--- src/rtl/random_led_pwm_pkg.sv ---
// Shared types and helpers for random_led_pwm: FSM state encoding and the
// optional gamma curve applied to accepted samples.
package random_led_pwm_pkg;

  typedef enum logic {
    IDLE = 1'b0,
    RUN  = 1'b1
  } state_t;

  // Squares the sample and keeps the top half, giving a rough perceptual curve.
  function automatic logic [15:0] gamma(input logic [15:0] sample,
                                        input int unsigned data_w);
    logic [31:0] sq;
    sq = 32'(sample) * 32'(sample);
    return 16'(sq >> data_w);
  endfunction

endpackage

--- src/rtl/random_led_pwm_prescaler.sv ---
// Step-rate divider for random_led_pwm: free-running counter 0..PRESCALE-1
// with a synchronous clear; tick is high while the count sits at PRESCALE-1.
module pwm_prescaler #(
  parameter int PRESCALE = 1024
) (
  input  logic clk,
  input  logic rst_n,
  input  logic clear,
  output logic tick
);

  localparam int CNT_W = (PRESCALE > 1) ? $clog2(PRESCALE) : 1;
  localparam logic [CNT_W-1:0] CNT_LAST = CNT_W'(PRESCALE - 1);

  logic [CNT_W-1:0] count;

  assign tick = (count == CNT_LAST);

  always_ff @(posedge clk or negedge rst_n) begin
    if (!rst_n) begin
      count <= '0;
    end else if (clear || tick) begin
      count <= '0;
    end else begin
      count <= count + 1'b1;
    end
  end

endmodule

--- src/rtl/random_led_pwm.sv ---
// Random-brightness LED driver: accepts one LFSR sample per RUN, holds its duty
// for HOLD_PERIODS PWM periods. Define RANDOM_LED_PWM_GAMMA_EN for gamma-mapped duty.
// Handshake: a sample transfers on a rising edge where sample_valid && sample_ready;
// sample_ready is high only in IDLE, so at most one sample is in flight.
module random_led_pwm
  import random_led_pwm_pkg::*;
#(
  parameter int DATA_W       = 4,
  parameter int PRESCALE     = 1024,
  parameter int HOLD_PERIODS = 16
) (
  input  logic              clk,
  input  logic              rst_n,
  input  logic              sample_valid,
  input  logic [DATA_W-1:0] sample_data,
  output logic              sample_ready,
  output logic              led,
  output logic              busy
);

  localparam int HOLD_W = (HOLD_PERIODS > 1) ? $clog2(HOLD_PERIODS) : 1;
  localparam logic [DATA_W-1:0] PHASE_LAST = DATA_W'((1 << DATA_W) - 2);
  localparam logic [HOLD_W-1:0] HOLD_LAST  = HOLD_W'(HOLD_PERIODS - 1);

  state_t            state;
  logic [DATA_W-1:0] duty;
  logic [DATA_W-1:0] duty_in;
  logic [DATA_W-1:0] phase;
  logic [DATA_W-1:0] phase_inc;
  logic [HOLD_W-1:0] hold;
  logic              accept;
  logic              tick;

`ifdef RANDOM_LED_PWM_GAMMA_EN
  assign duty_in = DATA_W'(gamma(16'(sample_data), DATA_W));
`else
  assign duty_in = sample_data;
`endif

  assign accept    = (state == IDLE) && sample_valid && sample_ready;
  assign phase_inc = phase + 1'b1;

  pwm_prescaler #(
    .PRESCALE(PRESCALE)
  ) u_prescaler (
    .clk  (clk),
    .rst_n(rst_n),
    .clear(accept),
    .tick (tick)
  );

  // led is always the compare against the phase value being loaded this edge.
  always_ff @(posedge clk or negedge rst_n) begin
    if (!rst_n) begin
      state        <= IDLE;
      led          <= 1'b0;
      sample_ready <= 1'b0;
      busy         <= 1'b0;
      duty         <= '0;
      phase        <= '0;
      hold         <= '0;
    end else begin
      case (state)
        IDLE: begin
          sample_ready <= 1'b1;
          led          <= 1'b0;
          busy         <= 1'b0;
          if (accept) begin
            duty         <= duty_in;
            phase        <= '0;
            hold         <= '0;
            state        <= RUN;
            sample_ready <= 1'b0;
            busy         <= 1'b1;
            led          <= (duty_in != '0);
          end
        end
        RUN: begin
          if (tick) begin
            if (phase == PHASE_LAST) begin
              phase <= '0;
              if (hold == HOLD_LAST) begin
                state        <= IDLE;
                led          <= 1'b0;
                busy         <= 1'b0;
                sample_ready <= 1'b1;
              end else begin
                hold <= hold + 1'b1;
                led  <= (duty != '0);
              end
            end else begin
              phase <= phase_inc;
              led   <= (phase_inc < duty);
            end
          end else begin
            led <= (phase < duty);
          end
        end
        default: state <= IDLE;
      endcase
    end
  end

endmodule

--- config.mk ---
export PLATFORM = sky130hd
export DESIGN_NAME = random_led_pwm
export DESIGN_NICKNAME = d
export VERILOG_FILES = /design/src/rtl/random_led_pwm_pkg.sv /design/src/rtl/random_led_pwm_prescaler.sv /design/src/rtl/random_led_pwm.sv
export SDC_FILE = /design/constraint.sdc
export NUM_CORES = 1
export LEC_CHECK = 0
export ABC_AREA = 1
export BUFFER_PORTS_ARGS = -buffer_cell sky130_fd_sc_hd__buf_2
export CAP_MARGIN = 20
export CORE_UTILIZATION = 23
export DETAILED_ROUTE_END_ITERATION = 10
export SYNTH_ARGS = -nofsm -noshare
export SYNTH_HDL_FRONTEND = slang
export SYNTH_SLANG_ARGS = --single-unit
export TNS_END_PERCENT = 100
--- constraint.sdc ---
create_clock -name clk -period 2.3 [get_ports clk]
set_clock_uncertainty 0.1 [all_clocks]
set_input_delay 0.46 -clock clk [delete_from_list [all_inputs] [get_ports clk]]
set_output_delay 0.46 -clock clk [all_outputs]
set_load 0.1 [all_outputs]
### Word-level counts from Yosys, hierarchy flattened

Index checks and enable logic that the tools add are counted.

| cells by class | value |
|---|---|
| add/subtract/negate cells | 3 |
| shift-type cells | 0 |
| div/mod/pow operators | 0 |
| multiplexer cells | 28 |
| order comparisons | 2 |
| bitwise gates (word level) | 1 |
| equal/unequal tests | 8 |
| multiply operators | 0 |
| reduce and logical (&&, ||, !) cells | 9 |

Operator list:

| operator | number |
|---|---|
| $mux 4 | 6 |
| $pmux 4 s2 | 2 |
| $mux 1 | 15 |
| $add 10x1->10 const B | 1 |
| $eq 10x10->1 const B | 1 |
| $mux 10 | 1 |
| $add 4x1->4 const B | 2 |
| $eq 4x4->1 const B | 2 |
| $lt 4x4->1 | 2 |
| $ne 2x1->1 const B | 4 |
| $pmux 1 s2 | 4 |
| $reduce_bool 4->1 | 2 |
| $reduce_and 2->1 | 2 |
| $reduce_and 4->1 | 1 |
| $reduce_and 3->1 | 1 |
| $logic_and 1x1->1 | 2 |
| $ne 2x2->1 const B | 1 |
| $logic_or 1x1->1 | 1 |
| $not 1->1 | 1 |

| word-level totals | value |
|---|---|
| latch bits | 0 |
| ROM bits | 0 |
| memories | 0 |
| memory bits (writable) | 0 |
| input port bits | 7 |
| flip-flop bits (word level) | 26 |
| output and inout port bits | 3 |

### Logic depth before layout (Yosys ltp)

Gate-level depths: netlist of the first run.

| logic depth | value |
|---|---|
| word-level depth | 5 |
| mapped depth | 11 |

### Cells and area by module

A second synthesis of the first run with hierarchy kept.

| second synthesis, totals | value |
|---|---|
| cells, all modules | 198 |
| area total of the unflattened synthesis | 1576.5 um^2 |

By module, submodules not included:

| module | times used | cells an instance | area an instance (um^2) |
|---|---|---|---|
| random_led_pwm | 1 | 130 | 1011.0 |
| pwm_prescaler | 1 | 68 | 565.5 |

### Worst setup path after synthesis of the first run

OpenSTA, ideal clock, no wires.

| path | value |
|---|---|
| path kind | register to register |
| start | reg sample_ready |
| end | reg sample_ready |
| buffers on the path | 1 |
| setup time | 0.123 ns |
| setup slack | 0.621 ns |
| data required time | 2.077 ns |
| cell stages (with the launch flop) | 5 |
| data arrival time | 1.456 ns |
| cells stage by stage | dfrtp_1 nand3_4 buf_6 nand3_2 nand2_1 |

| on the way | value |
|---|---|
| longest elaborated chain between the ends | 3 |

RTL lines:

| element | RTL line | source |
|---|---|---|
| start, declared | random_led_pwm.sv:16 | `output logic sample_ready,` |
| start signal, assigned | random_led_pwm.sv:57 | `sample_ready <= 1'b0;` |
| start signal, assigned | random_led_pwm.sv:65 | `sample_ready <= 1'b1;` |
| start signal, assigned | random_led_pwm.sv:73 | `sample_ready <= 1'b0;` |
| $logic_and 1x1->1 | random_led_pwm.sv:40 | `assign accept = (state == IDLE) && sample_valid && sample_ready;` |
| $mux 1 | random_led_pwm.sv:68 | `if (accept) begin` |
| $pmux 1 s2 | random_led_pwm.sv:63 | `case (state)` |

Every way passes these cells.
A chain may end at the register's enable or synchronous reset.

### Final worst setup path of the first run

| path | value |
|---|---|
| start | reg sample_ready |
| end | out sample_ready |

No word-level cell between the ends.

==> out/metrics.cfg, run 1 <==
[outcome]
outcome = finished, violations left
violations = DRC

[setup_path]
slowest_stage = buf_2
r2r_start = phase[0]$_DFFE_PN0P_
worstPathRequired_ns = 1.74
cp_top_family = buffers and inverters
cp_num_buf_inv = 1
startpoint = sample_ready$_DFFE_PN0P_
crit_fanout = 3
start_kind = register
crit_chain = buf_2
r2r_end = led$_DFF_PN0_
critical_path_arrival_ns = 1.14
rrSetupSlack_ns = 0.63
reg2regPathDepth = 11
end_kind = primary output
crit_path_max_incr_delay_ns = 0.45
worstSetupPathType = register to primary output

[power]
peakVddDrop_mv = 0.151
p_leak_nw = 0.902
p_per_area_mw_per_mm2 = 436
power.total_mw = 0.759

[cells_and_area]
drive_gt1_share_pct = 18.1
num-fill-cells = 695
utilization_pct = 27.0
synthToLayoutAreaGrowth_pct = 11.9
antenna_cells = 0
layout.nets = 222
final_area_sq_mm = 0.00174

[global_route]
grt_pass1_vias = 1148
use_met1_pct = 11.2
grt_first_pass_wirelength_um = 4970
grt_start_max_net_pins = 27
use_met2_pct = 13.6
track_usage_pct = 8.63
antenna_found_initial = 0
gr-usage-met3_pct = 2.36
top_usage_layer = met2
grt-ovfl-total = 0

[clock_network]
clk_path_buf_depth = 2
root_buffer = clkbuf_8
cts-htree-levels = 1
cts_hold_buf = 0
clock-sinks = 26
cts.clk_slew.worst_paths_ns = 0.08
cts_setup_buffers = 0
tritoncts = built
ctsResizeCount = 0
clk_latency_ns = 0.26
cts_buffers = 3

[logic_synthesis]
synth_compound_area_share_pct = 4.90
syn-num-nets = 209
muxShareOfSynthArea_pct = 0
yosys_warnings = 0
ys.flop_type = dfrtp_1
ys_ff_latch = 26
synth_edf_count = 0
postSynthAreaPerCell_sq_um = 8.11
yosysTopAreaCell = dfrtp_1
synth_top_area_share_pct = 41.8
netlist_instances = 192
ys_types = 27
synth-adder-area-share_pct = 8.04
yosys-top-cells-area = dfrtp_1 42%, nand2_1 14%, ha_1 8.0%, inv_1 5.8%, nand3_1 4.8%
synth_area_sq_mm = 0.00156
ys_seq_area_share_pct = 41.8
synth_top_family_by_area = simple AND/OR/NAND/NOR gates
post_synth_and_or_nand_nor_area_fraction_pct = 35.0
async_reset_ff_share_pct = 100
synth_xor_area_share_pct = 2.25
synth_common_cells = 58 x nand2_1, 26 x dfrtp_1, 24 x inv_1
yosysMostFrequentCell = nand2_1

[floorplanning]
die_width_um = 84.3
pin_count = 10
core_region_area_sq_mm = 0.00646
start_util_pct = 24.1
die_h_um = 84.3
die_area_sq_mm = 0.00710
rows = 29

[sta]
fin_crit_ns = 1.70
max_freq_mhz = 589
hold_violations = 0
max_slew_margin_pct = 61.7
worst_pin_slew_ns = 0.575
maxSlewViolCount = 0
hold_slack_ns = 0.0826
setup_tns_ns = 0
grt_setup_unrepaired = false
fin_crit_sh_pct = 73.8
finalSetupViolations = 0

[detailed_routing]
via_per_inst = 4.15
firstDrtPassIters = 7
ant_nets = 0
drc_errors = 2
drt-total-wl_um = 2670
avgRoutedWirePerCell_um = 9.49
drt_iter0_drc = 50
dr_total_vias = 1165

[placement]
dpl-instance-area_sq_mm = 0.00169
place.port_buffers = 9
dp_hpwl_um = 2140
gp_congestion = 0.838

[min_path]
hold_path.class = input port to async pin

[flow_run]
cap_violations = 0

## worst max-delay path by stage
stage               cells after the start                  endpoint  slack, ns
floorplan                               4  sample_ready$_DFFE_PN0P_       0.62
global placement                       11             led$_DFF_PN0_       0.67
detailed placement                     11             led$_DFF_PN0_       0.62
CTS                                     1              sample_ready       0.58
global route                           11             led$_DFF_PN0_       0.44
finish                                  1              sample_ready       0.60
## layout make-up
cell class,count,area [sq um],share of cell area (%)
sequential,26,651,37.4
clock buffer,4,55.1,3.16
tap,77,96.3,5.53
timing repair buffer,9,45.0,2.59
inverter,30,113,6.47
multi-input combinational,135,782,44.9
## sequential cells by signal (all words and copies together), names as in the netlist
signal	cells
busy	1
duty	4
hold	4
led	1
phase	4
sample_ready	1
state	1
u_prescaler.count	10
## routing by layer
metal  wire, um  up-vias
met5          0        -
met4         45        0
met3         85        4
met2       1160       12
met1       1380      521
li1           -      628
## cell families (layout without fill, tap and decap cells)
group | after synthesis | in the layout
AO/OA/AOI/OAI | 13 | 13
XOR/XNOR | 4 | 4
adder cells (fa/ha/maj) | 10 | 10
buffers and inverters | 31 | 43
flip-flops | 26 | 26
AND/OR/NAND/NOR | 108 | 108
## cell usage in the layout, fill, tap and decap left out, types with 2 or more instances in the layout
cell,synthesis,layout
nand2_1,58,58
dfrtp_1,26,26
inv_1,24,24
nand3_1,15,15
nor2_1,14,14
ha_1,10,10
buf_2,0,9
inv_2,5,5
a21oi_1,4,4
o21ai_0,4,4
clkbuf_8,0,4
xor2_1,3,3
nand2_2,3,3
nor2_4,2,2
nand3_4,2,2
a21oi_2,2,2
nand2_4,2,2
nor3_2,2,2
nor3_1,2,2
nor3b_2,2,2
nand4_1,2,2
nand3_2,2,2
o21ai_1,2,2
## power breakdown
part	leakage (nW)	internal, mW	switching [mW]
sequential	0.312	0.457	0
combinational	0.561	0.00419	0.0114
clock	0.0288	0.153	0.134
## metrics by stage
stage / std cells / setup WS, ns
2_1_floorplan: 192 / 0.621
5_1_grt: 281 / 0.438
4_1_cts: 281 / 0.576
3_5_place_dp: 277 / 0.617
3_3_place_gp: 277 / 0.665
6_report: 281 / 0.603
Power figures use the tool's default switching activity.
==> run 2: changes to the inputs <==
- clock period: 2.3 -> 1.51 ns (I/O delays scaled with it)
==> run 2 against run 1 <==
Net effect:
- sequential power grew 52%
- flip-flop and latch count stayed put
- critical path type is now register to register
- combinational power grew 96%
- non-clock buffer count is 31 higher
- hold slack better by 0.081 ns
- the run ends with DRC, setup timing left
- global-route usage grew 1.3 points
- via count grew 12%
- clock-buffer cell count unchanged
- critical path depth grew 10
- first-iteration DRC count up 8.0%
- die area unchanged
==> out/metrics.cfg, run 2 (synthesis gave the netlist of run 1 again) <==
[outcome]
outcome = finished, violations left
violations = DRC, setup timing

[placement]
dpl-instance-area_sq_mm = 0.00183  ; +8.2%
place.port_buffers = 9  ; unchanged
gp_congestion = 0.745  ; -11%
dp_hpwl_um = 2340  ; +9.0%

[setup_path]
crit_path_max_incr_delay_ns = 0.44  ; about the same
crit_chain = inv_2 -> ha_2 -> inv_2 -> ha_4 -> nand2_1 -> nand2_1 -> nand2_1 -> nand3_1 -> nand2_1 -> nand2_1 -> nand2_1
rrSetupSlack_ns = -0.14  ; -0.77 ns
critical_path_arrival_ns = 1.73  ; +0.59 ns
worstSetupPathType = register to register
crit_fanout = 4  ; +1
start_kind = register
slowest_stage = dfrtp_2
reg2regPathDepth = 11  ; unchanged
r2r_start = phase[0]$_DFFE_PN0P_
end_kind = register
r2r_end = led$_DFF_PN0_
cpMostUsedCell = nand2_1
worstPathRequired_ns = 1.59  ; -0.15 ns

[global_route]
grt-ovfl-total = 0  ; unchanged
gr-usage-met3_pct = 1.77  ; -0.59 points
use_met2_pct = 17.9  ; +4.2 points
grt_first_pass_wirelength_um = 5880  ; +18%
antenna_found_initial = 0  ; unchanged
grt_pass1_vias = 1380  ; +20%
use_met1_pct = 12.3  ; +1.0 points
grt_start_max_net_pins = 15  ; -44%
top_usage_layer = met2
track_usage_pct = 9.92  ; +1.3 points

[sta]
hold_slack_ns = 0.163  ; +0.0807 ns
finalSetupViolations = 2  ; +2
setup_ws_ns = -0.137  ; -0.740 ns
fin_crit_sh_pct = 109
grt_setup_unrepaired = true
worst_pin_slew_ns = 0.490  ; -0.0847 ns
setup_tns_ns = -0.151  ; -0.151 ns
max_freq_mhz = 607
hold_violations = 0  ; unchanged
fin_crit_ns = 1.65
maxSlewViolCount = 0  ; unchanged
max_slew_margin_pct = 67.5  ; +5.9 points

[cells_and_area]
num-fill-cells = 682  ; -1.9%
final_common_cell = nand2_1
layout.nets = 253  ; +14%
top_register = u_prescaler.count
final_cell_mix = 55 x nand2_1, 30 x buf_4, 23 x dfrtp_1
largest_reg_flops = 10  ; unchanged
synthToLayoutAreaGrowth_pct = 33.0
drive_gt1_share_pct = 35.7  ; +18 points
antenna_cells = 0  ; unchanged
final_area_sq_mm = 0.00207  ; +19%

[detailed_routing]
avgRoutedWirePerCell_um = 10.7  ; +12%
drt_iter0_drc = 54  ; +8.0%
firstDrtPassIters = 7  ; unchanged
drc_errors = 2  ; unchanged
via_per_inst = 4.18  ; +0.89%
dr_total_vias = 1305  ; +12%
drt-total-wl_um = 3320  ; +25%
ant_nets = 0  ; unchanged

[clock_network]
clk_path_buf_depth = 2  ; unchanged
cts-htree-levels = 1  ; unchanged
clock-sinks = 26  ; unchanged
clk_latency_ns = 0.28  ; +0.02 ns
root_buffer = clkbuf_8
cts.clk_slew.worst_paths_ns = 0.10  ; +0.02 ns
cts_buffers = 3  ; unchanged
tritoncts = built

[power]
peakVddDrop_mv = 0.284  ; +89%
p_comb_share_pct = 2.7  ; +0.6 points
seqPwrFrac_pct = 61.1  ; +0.9 points
power.total_mw = 1.14  ; +50%
p_int_mw = 0.896  ; +46%
p_leak_nw = 1.07  ; +18%
p_per_area_mw_per_mm2 = 550  ; +26%
p_switching_mw = 0.242  ; +66%
clkPwrFrac_pct = 36.2  ; -1.6 points
swShare_pct = 21.2  ; +2.1 points

[floorplanning]
die_area_sq_mm = 0.00710  ; unchanged
start_util_pct = 24.1  ; unchanged
rows = 29  ; unchanged
die_width_um = 84.3  ; unchanged
pin_count = 10  ; unchanged
core_region_area_sq_mm = 0.00646  ; unchanged
die_h_um = 84.3  ; unchanged

[min_path]
hold-path-endpoint = duty[1]$_DFFE_PN0P_
holdCritStartpoint = sample_data[1]
hold_path.class = input port to register
hold_path_depth = 3

[flow_run]
cap_violations = 0  ; unchanged

run 2: cell types whose count changed in the layout (fill, tap and decap cells not counted), moves of 2 or more:
cell     delta
nand2_2     +2
ha_1        -6
nand3_2     +2
inv_2       +2
buf_4      +30
ha_4        +3
nand3_1     -2
dfrtp_2     +3
ha_2        +3
dfrtp_1     -3
inv_1       -2
nand2_1     -3
run 2: through the flow:
step,worst slack [ns],util (%),std cells
after global placement,-0.0905,28.3,293
after CTS,-0.0973,30.0,304
after detailed placement,-0.118,28.3,293
after global routing,-0.229,32.1,312
after floorplan,-0.0370,-,192
final,-0.137,32.1,312
run 2: repair_timing:
action / in CTS / in global routing
setup buffers: 6 / 8
setup endpoints to repair: 2 / 11
hold buffers: 1 / 0
hold endpoints to repair: 9 / 0
pin swaps: 5 / 12
gates resized for setup: 3 / 16
run 2: cell type report:
cell class | count | area [sq um] | area share [%]
sequential | 26 | 654 | 31.6
timing repair buffer | 40 | 295 | 14.3
tap | 77 | 96.3 | 4.65
inverter | 30 | 114 | 5.50
multi-input combinational | 135 | 866 | 41.8
clock buffer | 4 | 45.0 | 2.18
run 2: worst max-delay path by stage:
stage,from,end,slack [ns],cells after the start
floorplan,phase[1]$_DFFE_PN0P_,led$_DFF_PN0_,-0.04,11
global placement,phase[1]$_DFFE_PN0P_,led$_DFF_PN0_,-0.09,11
detailed placement,phase[1]$_DFFE_PN0P_,led$_DFF_PN0_,-0.12,11
CTS,phase[0]$_DFFE_PN0P_,led$_DFF_PN0_,-0.1,11
global route,phase[1]$_DFFE_PN0P_,led$_DFF_PN0_,-0.23,11
finish,phase[0]$_DFFE_PN0P_,led$_DFF_PN0_,-0.14,11
run 2: metal layers:
layer	vias up	share of wire, %	wire, um
li1	691	-	-
met1	592	47	1580
met2	20	49	1640
met3	2	2.6	86
met4	0	0.54	18
met5	-	0	0
run 2: critical path, delay by kind of cell (launching register included):
kind          cells  cell delay [ns]
fa+ha+maj         2             0.57
buf+inv           2             0.10
flops             1             0.44
simple gates      7             0.35
run 2: power groups by stage:
stage | clock, mW | sequential [mW] | combinational [mW]
after floorplan | 0 | 0.710 | 0.00263
after CTS | 0.432 | 0.696 | 0.0334
after global placement | 0 | 0.709 | 0.0300
after detailed placement | 0 | 0.709 | 0.0311
after global routing | 0.462 | 0.696 | 0.0377
final | 0.412 | 0.696 | 0.0306
==> run 3: changes to the inputs <==
--- a/config.mk
+++ b/config.mk
@@ -8,5 +8,5 @@
 export ABC_AREA = 1
 export BUFFER_PORTS_ARGS = -buffer_cell sky130_fd_sc_hd__buf_2
-export CAP_MARGIN = 20
+export CAP_MARGIN = 10
 export CORE_UTILIZATION = 23
 export DETAILED_ROUTE_END_ITERATION = 10
==> constraint.sdc (replaced) <==
create_clock -name clk -period 1.51 [get_ports clk]
set_clock_uncertainty 0.1 [all_clocks]
set_input_delay 0.151 -clock clk [delete_from_list [all_inputs] [get_ports clk]]
set_output_delay 0.151 -clock clk [all_outputs]
set_load 0.1 [all_outputs]
==> run 3 against run 2 <==
Net effect:
- register-to-register slack better by 0.02 ns
- clock-buffer cell count unchanged
- power down 1.2%
- critical path depth unchanged
- combinational power down 12%
- sequential share of layout area up 2.1 points
- hold slack worse by 0.16 ns
- utilization down 2.0 points
- the run still ends with DRC, setup timing left
- non-clock buffer count down 10
- largest cell class unchanged
- routed wire length down 3.3%
- die area unchanged
==> out/metrics.cfg, run 3 (synthesis gave the netlist of run 1 again) <==
[floorplanning]
pin_count = 10  ; unchanged
start_util_pct = 24.1  ; unchanged
core_region_area_sq_mm = 0.00646  ; unchanged
die_h_um = 84.3  ; unchanged
rows = 29  ; unchanged
die_width_um = 84.3  ; unchanged
die_area_sq_mm = 0.00710  ; unchanged

[cells_and_area]
antenna_cells = 0  ; unchanged
final_common_cell = nand2_1
synthToLayoutAreaGrowth_pct = 24.6
layout.nets = 243  ; -4.0%
drive_gt1_share_pct = 30.7  ; -5.1 points
final_cell_mix = 57 x nand2_1, 23 x dfrtp_1, 21 x inv_1
top_register = u_prescaler.count
largest_reg_flops = 10  ; unchanged

[clock_network]
root_buffer = clkbuf_8
clock-sinks = 26  ; unchanged
cts_buffers = 3  ; unchanged
clk_path_buf_depth = 2  ; unchanged
cts-htree-levels = 1  ; unchanged
clk_latency_ns = 0.27  ; about the same
tritoncts = built
cts.clk_slew.worst_paths_ns = 0.09  ; about the same

[detailed_routing]
drt_iter0_drc = 70  ; +30%
dr_total_vias = 1285  ; -1.5%
drc_errors = 2  ; unchanged
avgRoutedWirePerCell_um = 10.6  ; -0.11%
firstDrtPassIters = 7  ; unchanged
drt-total-wl_um = 3210  ; -3.3%
via_per_inst = 4.25  ; +1.7%
ant_nets = 0  ; unchanged

[power]
peakVddDrop_mv = 0.307  ; +8.1%
p_per_area_mw_per_mm2 = 580  ; +5.5%
p_leak_nw = 1.00  ; -6.0%

[global_route]
grt_first_pass_wirelength_um = 5710  ; -2.8%
grt-ovfl-total = 0  ; unchanged
grt_pass1_vias = 1307  ; -5.3%
grt_start_max_net_pins = 27  ; +12
antenna_found_initial = 0  ; unchanged
track_usage_pct = 9.86  ; -0.061 points

[setup_path]
start_kind = register
end_kind = register
rrSetupSlack_ns = -0.12  ; +0.02 ns
slowest_stage = dfrtp_2
cpMostUsedCell = nand2_1
crit_chain = ha_4 -> xnor2_2 -> inv_1 -> ha_1 -> nand2_1 -> inv_1 -> nand2_1 -> nand3_1 -> nand2_1 -> nand2_1 -> nand2_1
worstPathRequired_ns = 1.58  ; about the same
worstSetupPathType = register to register
crit_path_max_incr_delay_ns = 0.46  ; +0.02 ns
critical_path_arrival_ns = 1.70  ; -0.03 ns
crit_fanout = 4  ; unchanged

[sta]
max_slew_margin_pct = 59.3  ; -8.2 points
grt_setup_unrepaired = true
fin_crit_sh_pct = 108  ; -1.1 points
maxSlewViolCount = 0  ; unchanged
worst_pin_slew_ns = 0.610  ; +0.120 ns
fin_crit_ns = 1.63  ; -0.0168 ns
hold_slack_ns = 0.00570  ; -0.158 ns
hold_violations = 0  ; unchanged
setup_tns_ns = -0.121  ; +0.0305 ns
max_freq_mhz = 613  ; +1.0%
finalSetupViolations = 1  ; -1
setup_ws_ns = -0.121  ; +0.0168 ns

[placement]
dp_hpwl_um = 2320  ; -0.63%
place.port_buffers = 9  ; unchanged
gp_congestion = 0.788  ; +5.8%

[flow_run]
cap_violations = 0  ; unchanged

[outcome]
outcome = finished, violations left
violations = DRC, setup timing

[min_path]
hold_path.class = input port to register

[run 3: stage by stage]
stage	power, mW	cells	instance area [sq um]	worst slack (ns)	util [%]
6_report	1.12	302	1940	-0.121	30.0
5_1_grt	1.17	302	1940	-0.228	30.0
4_1_cts	1.16	298	1870	-0.0964	28.9
3_5_place_dp	0.736	291	1800	-0.129	27.8
3_3_place_gp	0.735	291	1800	-0.0889	27.8
2_1_floorplan	0.712	192	1560	-0.0370	-
[run 3: layout make-up]
cell class | count | area, sq um
well taps | 77 | 96.3
clock buffers | 4 | 45.0
repair buffers | 30 | 205
inverters | 30 | 113
multi-input cells | 135 | 826
flip-flops and latches | 26 | 654
fillers | 674 | 4520
[run 3: report_power, final]
| group | switching, mW | total (mW) | internal (mW) |
|---|---|---|---|
| registers | 0 | 0.696 | 0.696 |
| logic | 0.0187 | 0.0268 | 0.00807 |
| clock network | 0.214 | 0.402 | 0.189 |
[run 3: path summary, 6_finish.rpt]
kind / from / endpoint / cells after the start
hold reg to reg: busy$_DFFE_PN0P_ / busy$_DFFE_PN0P_ / 2
hold / removal: sample_data[1] / duty[1]$_DFFE_PN0P_ / 3
max in group asynchronous: rst_n / phase[1]$_DFFE_PN0P_ / 2
min in group asynchronous: rst_n / u_prescaler.count[5]$_DFF_PN0_ / 2
setup / recovery: phase[1]$_DFFE_PN0P_ / led$_DFF_PN0_ / 11
setup reg to reg: phase[1]$_DFFE_PN0P_ / led$_DFF_PN0_ / 11
[run 3: per-layer routing]
layer  vias up  wire length (um)  global-route usage, %
met5         -                 0                      0
met4         0                27                   2.35
met3         2                71                   1.77
met2        19              1510                   17.7
met1       592              1600                   12.3
li1        672                 -                      -
[run 3: what timing repair did]
action | CTS | global route
hold endpoints to repair | 26 | 0
setup buffers | 2 | 4
hold buffers | 1 | 0
setup endpoints to repair | 1 | 11
pin swaps | 1 | 3
gates resized for setup | 0 | 12
[run 3: critical path, delay by kind of cell, from the launching register on]
family	cells	cell delay (ns)
xor gates and xnor gates	1	0.12
buffers and inverters	2	0.13
DFF	1	0.46
adders and majority gates	2	0.45
and+or+nand+nor	6	0.29
